==> config.mk <==
export PLATFORM = sky130hd
export DESIGN_NAME = cgra_stream_arbiter_flat
export DESIGN_NICKNAME = d
export VERILOG_FILES = /design/src/rtl/cgra_stream_pkg.sv /design/src/rtl/cgra_stream_arbiter_if.sv /design/src/rtl/cgra_rr_pick.sv /design/src/rtl/cgra_stream_arbiter.sv /design/src/flat_wrapper.sv
export SDC_FILE = /design/constraint.sdc
export NUM_CORES = 1
export LEC_CHECK = 0
export CORE_AREA = 5 5 144 146
export CTS_CLUSTER_SIZE = 10
export DETAILED_ROUTE_END_ITERATION = 12
export DIE_AREA = 0 0 149 151
export DONT_BUFFER_PORTS = 1
export HOLD_SLACK_MARGIN = 0.05
export PLACE_DENSITY_LB_ADDON = 0.25
export RECOVER_POWER = 100
export SYNTH_ARGS = -nofsm -noshare
export SYNTH_HDL_FRONTEND = slang
export SYNTH_SLANG_ARGS = --single-unit
export TNS_END_PERCENT = 1
==> constraint.sdc <==
create_clock -name clk -period 2.1 [get_ports clk]
set_input_delay 0.315 -clock clk [delete_from_list [all_inputs] [get_ports clk]]
set_output_delay 0.315 -clock clk [all_outputs]
set_load 0.01 [all_outputs]
==> src/rtl/cgra_stream_pkg.sv <==
// Shared types and helpers for the CGRA egress stream arbiter.
package cgra_stream_pkg;

  typedef enum logic [1:0] {
    IDLE = 2'd0,
    ARB  = 2'd1,
    XFER = 2'd2
  } arb_state_t;

  localparam logic MODE_ORDERED = 1'b0;
  localparam logic MODE_RR      = 1'b1;

  // Widest one-hot vector onehot_to_idx accepts; callers zero-extend.
  localparam int MAX_COL = 32;

  // Index of the set bit of a one-hot vector (0 when the vector is empty).
  function automatic int onehot_to_idx(input logic [MAX_COL-1:0] oh);
    int idx;
    idx = 0;
    for (int i = 0; i < MAX_COL; i++) begin
      if (oh[i]) idx = i;
    end
    return idx;
  endfunction

endpackage

==> src/rtl/cgra_stream_arbiter_if.sv <==
// Bundle of the arbiter's control, per-column ingress and egress stream signals.
interface cgra_stream_arbiter_if #(
  parameter int NUM_COL = 4,
  parameter int DATA_W  = 64,
  parameter int CNT_W   = 16
);
  logic                      start;
  logic                      mode;
  logic [CNT_W-1:0]          pkt_limit;
  logic [NUM_COL-1:0]        col_tvalid;
  logic [NUM_COL*DATA_W-1:0] col_tdata;
  logic [NUM_COL-1:0]        col_tlast;
  logic [NUM_COL-1:0]        col_tready;
  logic                      m_tvalid;
  logic [DATA_W-1:0]         m_tdata;
  logic                      m_tlast;
  logic                      m_tready;
  logic [NUM_COL-1:0]        grant;
  logic                      busy;
  logic                      done;
  logic [CNT_W-1:0]          pkt_count;

  // Arbiter side: drives the egress stream and status.
  modport master (
    input  start, mode, pkt_limit, col_tvalid, col_tdata, col_tlast, m_tready,
    output col_tready, m_tvalid, m_tdata, m_tlast, grant, busy, done, pkt_count
  );

  // Environment side: column sources, egress sink and session control.
  modport slave (
    output start, mode, pkt_limit, col_tvalid, col_tdata, col_tlast, m_tready,
    input  col_tready, m_tvalid, m_tdata, m_tlast, grant, busy, done, pkt_count
  );
endinterface

==> src/rtl/cgra_rr_pick.sv <==
// Wrap-around priority search: first requesting column at or after ptr.
module cgra_rr_pick #(
  parameter int NUM_COL = 4,
  parameter int PTR_W   = $clog2(NUM_COL)
) (
  input  logic [NUM_COL-1:0] req,
  input  logic [PTR_W-1:0]   ptr,
  output logic [PTR_W-1:0]   idx,
  output logic               found
);

  // ptr + k wrapped at NUM_COL, which need not be a power of two.
  function automatic logic [PTR_W-1:0] wrap_add(input logic [PTR_W-1:0] p, input int k);
    int s;
    s = int'(p) + k;
    if (s >= NUM_COL) s = s - NUM_COL;
    return PTR_W'(s);
  endfunction

  // Scan NUM_COL candidates starting at ptr; the first hit wins.
  always_comb begin
    // NOTE: every output gets a default before the loop so no path leaves it unassigned (no latch).
    idx   = ptr;
    found = 1'b0;
    for (int i = 0; i < NUM_COL; i++) begin
      if (!found && req[wrap_add(ptr, i)]) begin
        found = 1'b1;
        idx   = wrap_add(ptr, i);
      end
    end
  end

endmodule

==> src/rtl/cgra_stream_arbiter.sv <==
// Packet-level arbiter sharing the CGRA egress stream between column streams.
import cgra_stream_pkg::*;

module cgra_stream_arbiter #(
  parameter int NUM_COL = 4,
  parameter int DATA_W  = 64,
  parameter int CNT_W   = 16
) (
  input logic                   clk,
  input logic                   rst,
  cgra_stream_arbiter_if.master bus
);

  localparam int PTR_W = $clog2(NUM_COL);
  localparam logic [PTR_W-1:0] LAST_IDX = PTR_W'(NUM_COL - 1);

  arb_state_t         r_state;
  arb_state_t         w_next;
  logic               r_mode;
  logic [CNT_W-1:0]   r_limit;
  logic [CNT_W-1:0]   r_count;
  logic [PTR_W-1:0]   r_ptr;
  logic [NUM_COL-1:0] r_grant;
  logic               r_done;

  logic [PTR_W-1:0]   w_pick_idx;
  logic               w_pick_found;
  logic [PTR_W-1:0]   w_cand_idx;
  logic               w_cand_found;
  logic [PTR_W-1:0]   w_gidx;
  logic [PTR_W-1:0]   w_next_ptr;
  logic [CNT_W-1:0]   w_count_inc;
  logic               w_last_beat;
  logic               w_session_end;
  logic               w_tvalid;
  logic               w_tlast;
  logic [DATA_W-1:0]  w_tdata;
  logic [NUM_COL-1:0] w_col_tready;

  cgra_rr_pick #(.NUM_COL(NUM_COL), .PTR_W(PTR_W)) u_pick (
    .req   (bus.col_tvalid),
    .ptr   (r_ptr),
    .idx   (w_pick_idx),
    .found (w_pick_found)
  );

  assign w_gidx      = PTR_W'(onehot_to_idx(MAX_COL'(r_grant)));
  assign w_next_ptr  = (w_gidx == LAST_IDX) ? '0 : w_gidx + 1'b1;
  assign w_count_inc = r_count + 1'b1;

  // State register.
  always_ff @(posedge clk) begin
    if (rst) r_state <= IDLE;
    else     r_state <= w_next;
  end

  // Next state, candidate selection and the egress mux of the granted column.
  always_comb begin
    w_next        = r_state;
    w_cand_found  = 1'b0;
    w_cand_idx    = r_ptr;
    w_last_beat   = 1'b0;
    w_session_end = 1'b0;
    w_tvalid      = 1'b0;
    w_tlast       = 1'b0;
    w_tdata       = '0;
    w_col_tready  = '0;
    unique case (r_state)
      IDLE: begin
        if (bus.start) w_next = ARB;
      end
      ARB: begin
        if (r_mode == MODE_RR) begin
          w_cand_found = w_pick_found;
          w_cand_idx   = w_pick_idx;
        end else begin
          w_cand_found = bus.col_tvalid[r_ptr];
        end
        if (w_cand_found) w_next = XFER;
      end
      XFER: begin
        w_tvalid             = bus.col_tvalid[w_gidx];
        w_tlast              = bus.col_tlast[w_gidx];
        w_tdata              = bus.col_tdata[int'(w_gidx)*DATA_W +: DATA_W];
        w_col_tready[w_gidx] = bus.m_tready;
        w_last_beat          = w_tvalid && bus.m_tready && w_tlast;
        if (w_last_beat) begin
          if (r_mode == MODE_ORDERED) w_session_end = (w_gidx == LAST_IDX);
          else w_session_end = (r_limit != '0) && (w_count_inc == r_limit);
          w_next = w_session_end ? IDLE : ARB;
        end
      end
      default: w_next = IDLE;
    endcase
  end

  // Session registers: latched config, pointer, grant, packet count, done pulse.
  always_ff @(posedge clk) begin
    // NOTE: sequential state uses non-blocking assignments so every register samples pre-edge values.
    if (rst) begin
      r_mode  <= MODE_ORDERED;
      r_limit <= '0;
      r_ptr   <= '0;
      r_grant <= '0;
      r_count <= '0;
      r_done  <= 1'b0;
    end else begin
      r_done <= 1'b0;
      unique case (r_state)
        IDLE: begin
          if (bus.start) begin
            r_mode  <= bus.mode;
            r_limit <= bus.pkt_limit;
            r_ptr   <= '0;
            r_count <= '0;
          end
        end
        ARB: begin
          if (w_cand_found) r_grant <= NUM_COL'(1) << w_cand_idx;
        end
        XFER: begin
          if (w_last_beat) begin
            r_count <= w_count_inc;
            r_ptr   <= w_next_ptr;
            r_grant <= '0;
            r_done  <= w_session_end;
          end
        end
        default: ;
      endcase
    end
  end

  assign bus.m_tvalid   = w_tvalid;
  assign bus.m_tlast    = w_tlast;
  assign bus.m_tdata    = w_tdata;
  assign bus.col_tready = w_col_tready;
  assign bus.grant      = r_grant;
  assign bus.busy       = (r_state != IDLE);
  assign bus.done       = r_done;
  assign bus.pkt_count  = r_count;

endmodule

==> src/flat_wrapper.sv <==
// flat-port wrapper written by rule: the top's interface ports become plain ports
module cgra_stream_arbiter_flat 
#(
  parameter int NUM_COL = 4,
  parameter int DATA_W  = 64,
  parameter int CNT_W   = 16
)
  (clk, rst, bus_start, bus_mode, bus_pkt_limit, bus_col_tvalid, bus_col_tdata, bus_col_tlast, bus_m_tready, bus_col_tready, bus_m_tvalid, bus_m_tdata, bus_m_tlast, bus_grant, bus_busy, bus_done, bus_pkt_count);
  cgra_stream_arbiter_if #(.NUM_COL(NUM_COL), .DATA_W(DATA_W), .CNT_W(CNT_W)) bus_i ();
  input logic clk;
  input logic rst;
  input wire logic [$bits(bus_i.start)-1:0] bus_start;
  input wire logic [$bits(bus_i.mode)-1:0] bus_mode;
  input wire logic [$bits(bus_i.pkt_limit)-1:0] bus_pkt_limit;
  input wire logic [$bits(bus_i.col_tvalid)-1:0] bus_col_tvalid;
  input wire logic [$bits(bus_i.col_tdata)-1:0] bus_col_tdata;
  input wire logic [$bits(bus_i.col_tlast)-1:0] bus_col_tlast;
  input wire logic [$bits(bus_i.m_tready)-1:0] bus_m_tready;
  output wire logic [$bits(bus_i.col_tready)-1:0] bus_col_tready;
  output wire logic [$bits(bus_i.m_tvalid)-1:0] bus_m_tvalid;
  output wire logic [$bits(bus_i.m_tdata)-1:0] bus_m_tdata;
  output wire logic [$bits(bus_i.m_tlast)-1:0] bus_m_tlast;
  output wire logic [$bits(bus_i.grant)-1:0] bus_grant;
  output wire logic [$bits(bus_i.busy)-1:0] bus_busy;
  output wire logic [$bits(bus_i.done)-1:0] bus_done;
  output wire logic [$bits(bus_i.pkt_count)-1:0] bus_pkt_count;
  assign bus_i.start = bus_start;
  assign bus_i.mode = bus_mode;
  assign bus_i.pkt_limit = bus_pkt_limit;
  assign bus_i.col_tvalid = bus_col_tvalid;
  assign bus_i.col_tdata = bus_col_tdata;
  assign bus_i.col_tlast = bus_col_tlast;
  assign bus_i.m_tready = bus_m_tready;
  assign bus_col_tready = bus_i.col_tready;
  assign bus_m_tvalid = bus_i.m_tvalid;
  assign bus_m_tdata = bus_i.m_tdata;
  assign bus_m_tlast = bus_i.m_tlast;
  assign bus_grant = bus_i.grant;
  assign bus_busy = bus_i.busy;
  assign bus_done = bus_i.done;
  assign bus_pkt_count = bus_i.pkt_count;
  cgra_stream_arbiter #(.NUM_COL(NUM_COL), .DATA_W(DATA_W), .CNT_W(CNT_W)) u_core (.clk(clk), .rst(rst), .bus(bus_i));
endmodule
==> flow_summary.json <==
{
  "syn_inst": 784,
  "critPathKind": "flop to primary output",
  "finalSetupViolCount": 10,
  "finalPower_uw": 3690,
  "drtIter0Drc": 332,
  "wirelength_um": 26200,
  "syn_avg_cell_area_sq_um": 6.55,
  "grt_pass1_wl_um": 36100,
  "antenna_found_initial": 0,
  "die_area_sq_mm": 0.0225,
  "p_per_area_mw_per_mm2": 558,
  "vias_per_cell": 5.36,
  "synth_top_family_by_area": "simple AND/OR/NAND/NOR gates",
  "tns_ps": -111,
  "timing.critical_path.required_ps": 1780,
  "slew_viol_final": 0,
  "r2r_cells": 7,
  "clkLatencyLatePin_ps": 290,
  "slew_headroom": 0.744,
  "core_sq_mm": 0.0193,
  "synthMuxAreaShare": 0.137,
  "synth_compound_area_frac": 0.246,
  "syn_area_sq_mm": 0.00513,
  "worstSetupStartpointType": "flop",
  "whs_path_depth": 1,
  "cp_slowest_cell": "dfxtp_4",
  "peakVddDrop_mv": 0.423,
  "skew_ps": 10.6,
  "row_count": 51,
  "hold_violations": 0,
  "areaGrowthSynthToFinish_pct": 28.7,
  "status": "finished, violations left",
  "critPathBufInv": 3,
  "synthAdderAreaFrac": 0.0244,
  "cp_data_arrival_time_ps": 1810,
  "boundaryPins": 377,
  "cp_cell_sequence": "buf_12 > buf_6 > mux2i_1 > nor2_1 > a21oi_1 > o21ai_1 > buf_4 > and2_4",
  "tightestPinTransition_ps": 384,
  "period_share": 1.01,
  "rsz0062_at_grt": "true",
  "hold_buffers": 0,
  "cts_buffer_depth": 2,
  "synth_edf_count": 0,
  "first_pass_iters": 5,
  "syn_nets": 1079,
  "drive_gt1_frac": 0.259,
  "fin_crit_ps": 2120,
  "failed_checks": "negative setup slack",
  "min_path_type": "input pin to flop",
  "htree_levels": 2,
  "nNetsFinal": 1109,
  "synth-simple-area-share": 0.328,
  "floorplan.initialDensity": 0.266,
  "root_buffer": "clkbuf_16",
  "crit_family": "buffers and inverters",
  "gp_congestion": 0.916,
  "drc": 0,
  "cts-buffers-inserted": 5,
  "clk_pin_slew_ps": 70,
  "slowest_delay_ps": 430,
  "synth_flop_cell": "dfxtp_1",
  "grt_max_degree": 44,
  "cp.depth": 8,
  "ys_types": 58,
  "die_x_um": 149,
  "grt_use_total": 0.213,
  "fin_ws_ps": -24.2,
  "overflow": 0,
  "drv_cap": 0,
  "ant_nets": 0,
  "die_y_um": 151,
  "port_buffers": 0,
  "yosys_warnings": 0,
  "cts_tree": "done",
  "hpwlAfterDp_um": 21600,
  "synth-seq-area-share": 0.164,
  "grt_pass1_vias": 5539,
  "clock_sinks": 42,
  "p_leak_uw": 0.00235,
  "async_reset_ff_frac": 0,
  "fmax_ghz": 0.471,
  "wl_per_cell_um": 24.2,
  "ys_seq_elements": 42,
  "synthXorXnorAreaFrac": 0.0375,
  "cp_max_fo": 8,
  "end_kind": "primary output",
  "vias": 5793
}
-- worst register-to-register path, stage by stage (launching register included) --
cell and delay [ps]:
dfxtp_1 400, clkbuf_1 220, and4_1 340, and2_1 280
a31o_2 180, nand3_1 140, o31ai_4 300, nor3b_2 190
-- through the flow --
stage	util	area (sq um)	cells	hold slack, ps	setup WS (ps)
3_5_place_dp	0.309	5960	1064	384	17.8
5_1_grt	0.343	6610	1080	72.6	-88.0
4_1_cts	0.322	6210	1073	77.7	-122
3_3_place_gp	0.309	5960	1064	383	47.2
6_report	0.343	6610	1081	85.1	-24.2
2_1_floorplan	-	5150	784	451	-33.4
-- registers in the layout, indices dropped and copies added (netlist names) --
| name | flops |
|---|---|
| u_core.bus.done | 1 |
| u_core.r_state | 2 |
| u_core.bus.pkt_count | 16 |
| u_core.r_ptr | 2 |
| u_core.r_mode | 1 |
| u_core.r_limit | 16 |
| u_core.bus.grant | 4 |
-- path summary, 6_finish.rpt --
| path | from | endpoint | slack (ps) |
|---|---|---|---|
| min reg2reg | u_core.r_limit[10] | u_core.r_limit[10] | 490 |
| max | u_core.bus.grant[1] | bus_m_tdata[41] | -20 |
| max reg2reg | u_core.bus.pkt_count[10] | u_core.bus.done | -10 |
| min | rst | u_core.r_limit[0] | 90 |
-- timing repair --
item	4_1_cts	5_1_grt
endpoints found under the setup margin	43	77
endpoints found under the hold margin	0	0
gates resized for setup	43	132
pin swaps	0	12
setup buffers	0	4
gates cloned	1	3
-- placed cells by master, fill, tap and decap left out, types with 9 or more instances in the layout --
cell and n:
dfxtp_1 32, mux2i_1 56, and2_4 52, nand2_1 123, xor2_1 9, inv_1 10
nand3_1 11, nor2_1 78, buf_4 67, o21ai_1 40, and2_1 16, mux2i_2 10
o21ai_0 24, a21oi_1 91, a311oi_1 13, xnor2_1 13, buf_12 12
-- layer usage --
layer / part of all wire / global-route usage / vias to the layer above
li1: - / - / 2805
met2: 0.41 / 0.302 / 283
met1: 0.42 / 0.290 / 2686
met5: 0 / 0 / -
met4: 0.0071 / 0.0192 / 0
met3: 0.16 / 0.122 / 19
-- power by group --
part	switching (uW)	total, uW	leakage, uW	internal, uW
registers	106	980	0.000347	874
logic	1110	1890	0.00193	771
clock network	367	822	0.0000752	454
-- cell usage after synthesis (all sizes together), types with 2 or more instances --
cell type / instances / area (sq um)
clkbuf: 41 / 154
nor2: 80 / 303
inv: 10 / 37.5
nand4: 8 / 50.1
nand3b: 2 / 15.0
nor2b: 7 / 43.8
o2111ai: 2 / 17.5
or2: 2 / 12.5
mux2i: 68 / 681
or4: 4 / 30.0
o21a: 4 / 30.0
a41oi: 5 / 43.8
xor2: 9 / 78.8
and2: 69 / 433
and4: 4 / 35.0
a211oi: 2 / 20.0
a31oi: 9 / 62.6
o31ai: 2 / 15.0
nand3: 13 / 90.1
a311oi: 14 / 123
ha: 10 / 125
nor3: 3 / 26.3
nand2: 123 / 462
and3: 8 / 51.3
o21ai: 72 / 360
a21oi: 98 / 490
buf: 30 / 136
nand2b: 6 / 37.5
dfxtp: 42 / 841
nor3b: 2 / 20.0
xnor2: 13 / 114
nor4: 6 / 37.5
-- kinds of logic after synthesis --
family	after synthesis
and+or+nand+nor	341
AOI/OAI and AO/OA	219
buffers and inverters	81
muxes	69
DFF	42
xor gates and xnor gates	22
adders and majority gates	10
-- layout make-up --
| cell class | instances | area [sq um] |
|---|---|---|
| diodes | 1 | 2.50 |
| clock buffers | 5 | 125 |
| clock inverters | 3 | 26.3 |
| fillers | 2119 | 12700 |
| inverters | 10 | 37.5 |
| multi-input cells | 661 | 4280 |
| flip-flops and latches | 42 | 861 |
| well taps | 265 | 332 |
| repair buffers | 94 | 943 |
Note: power is estimated with default switching activity, not from simulation.
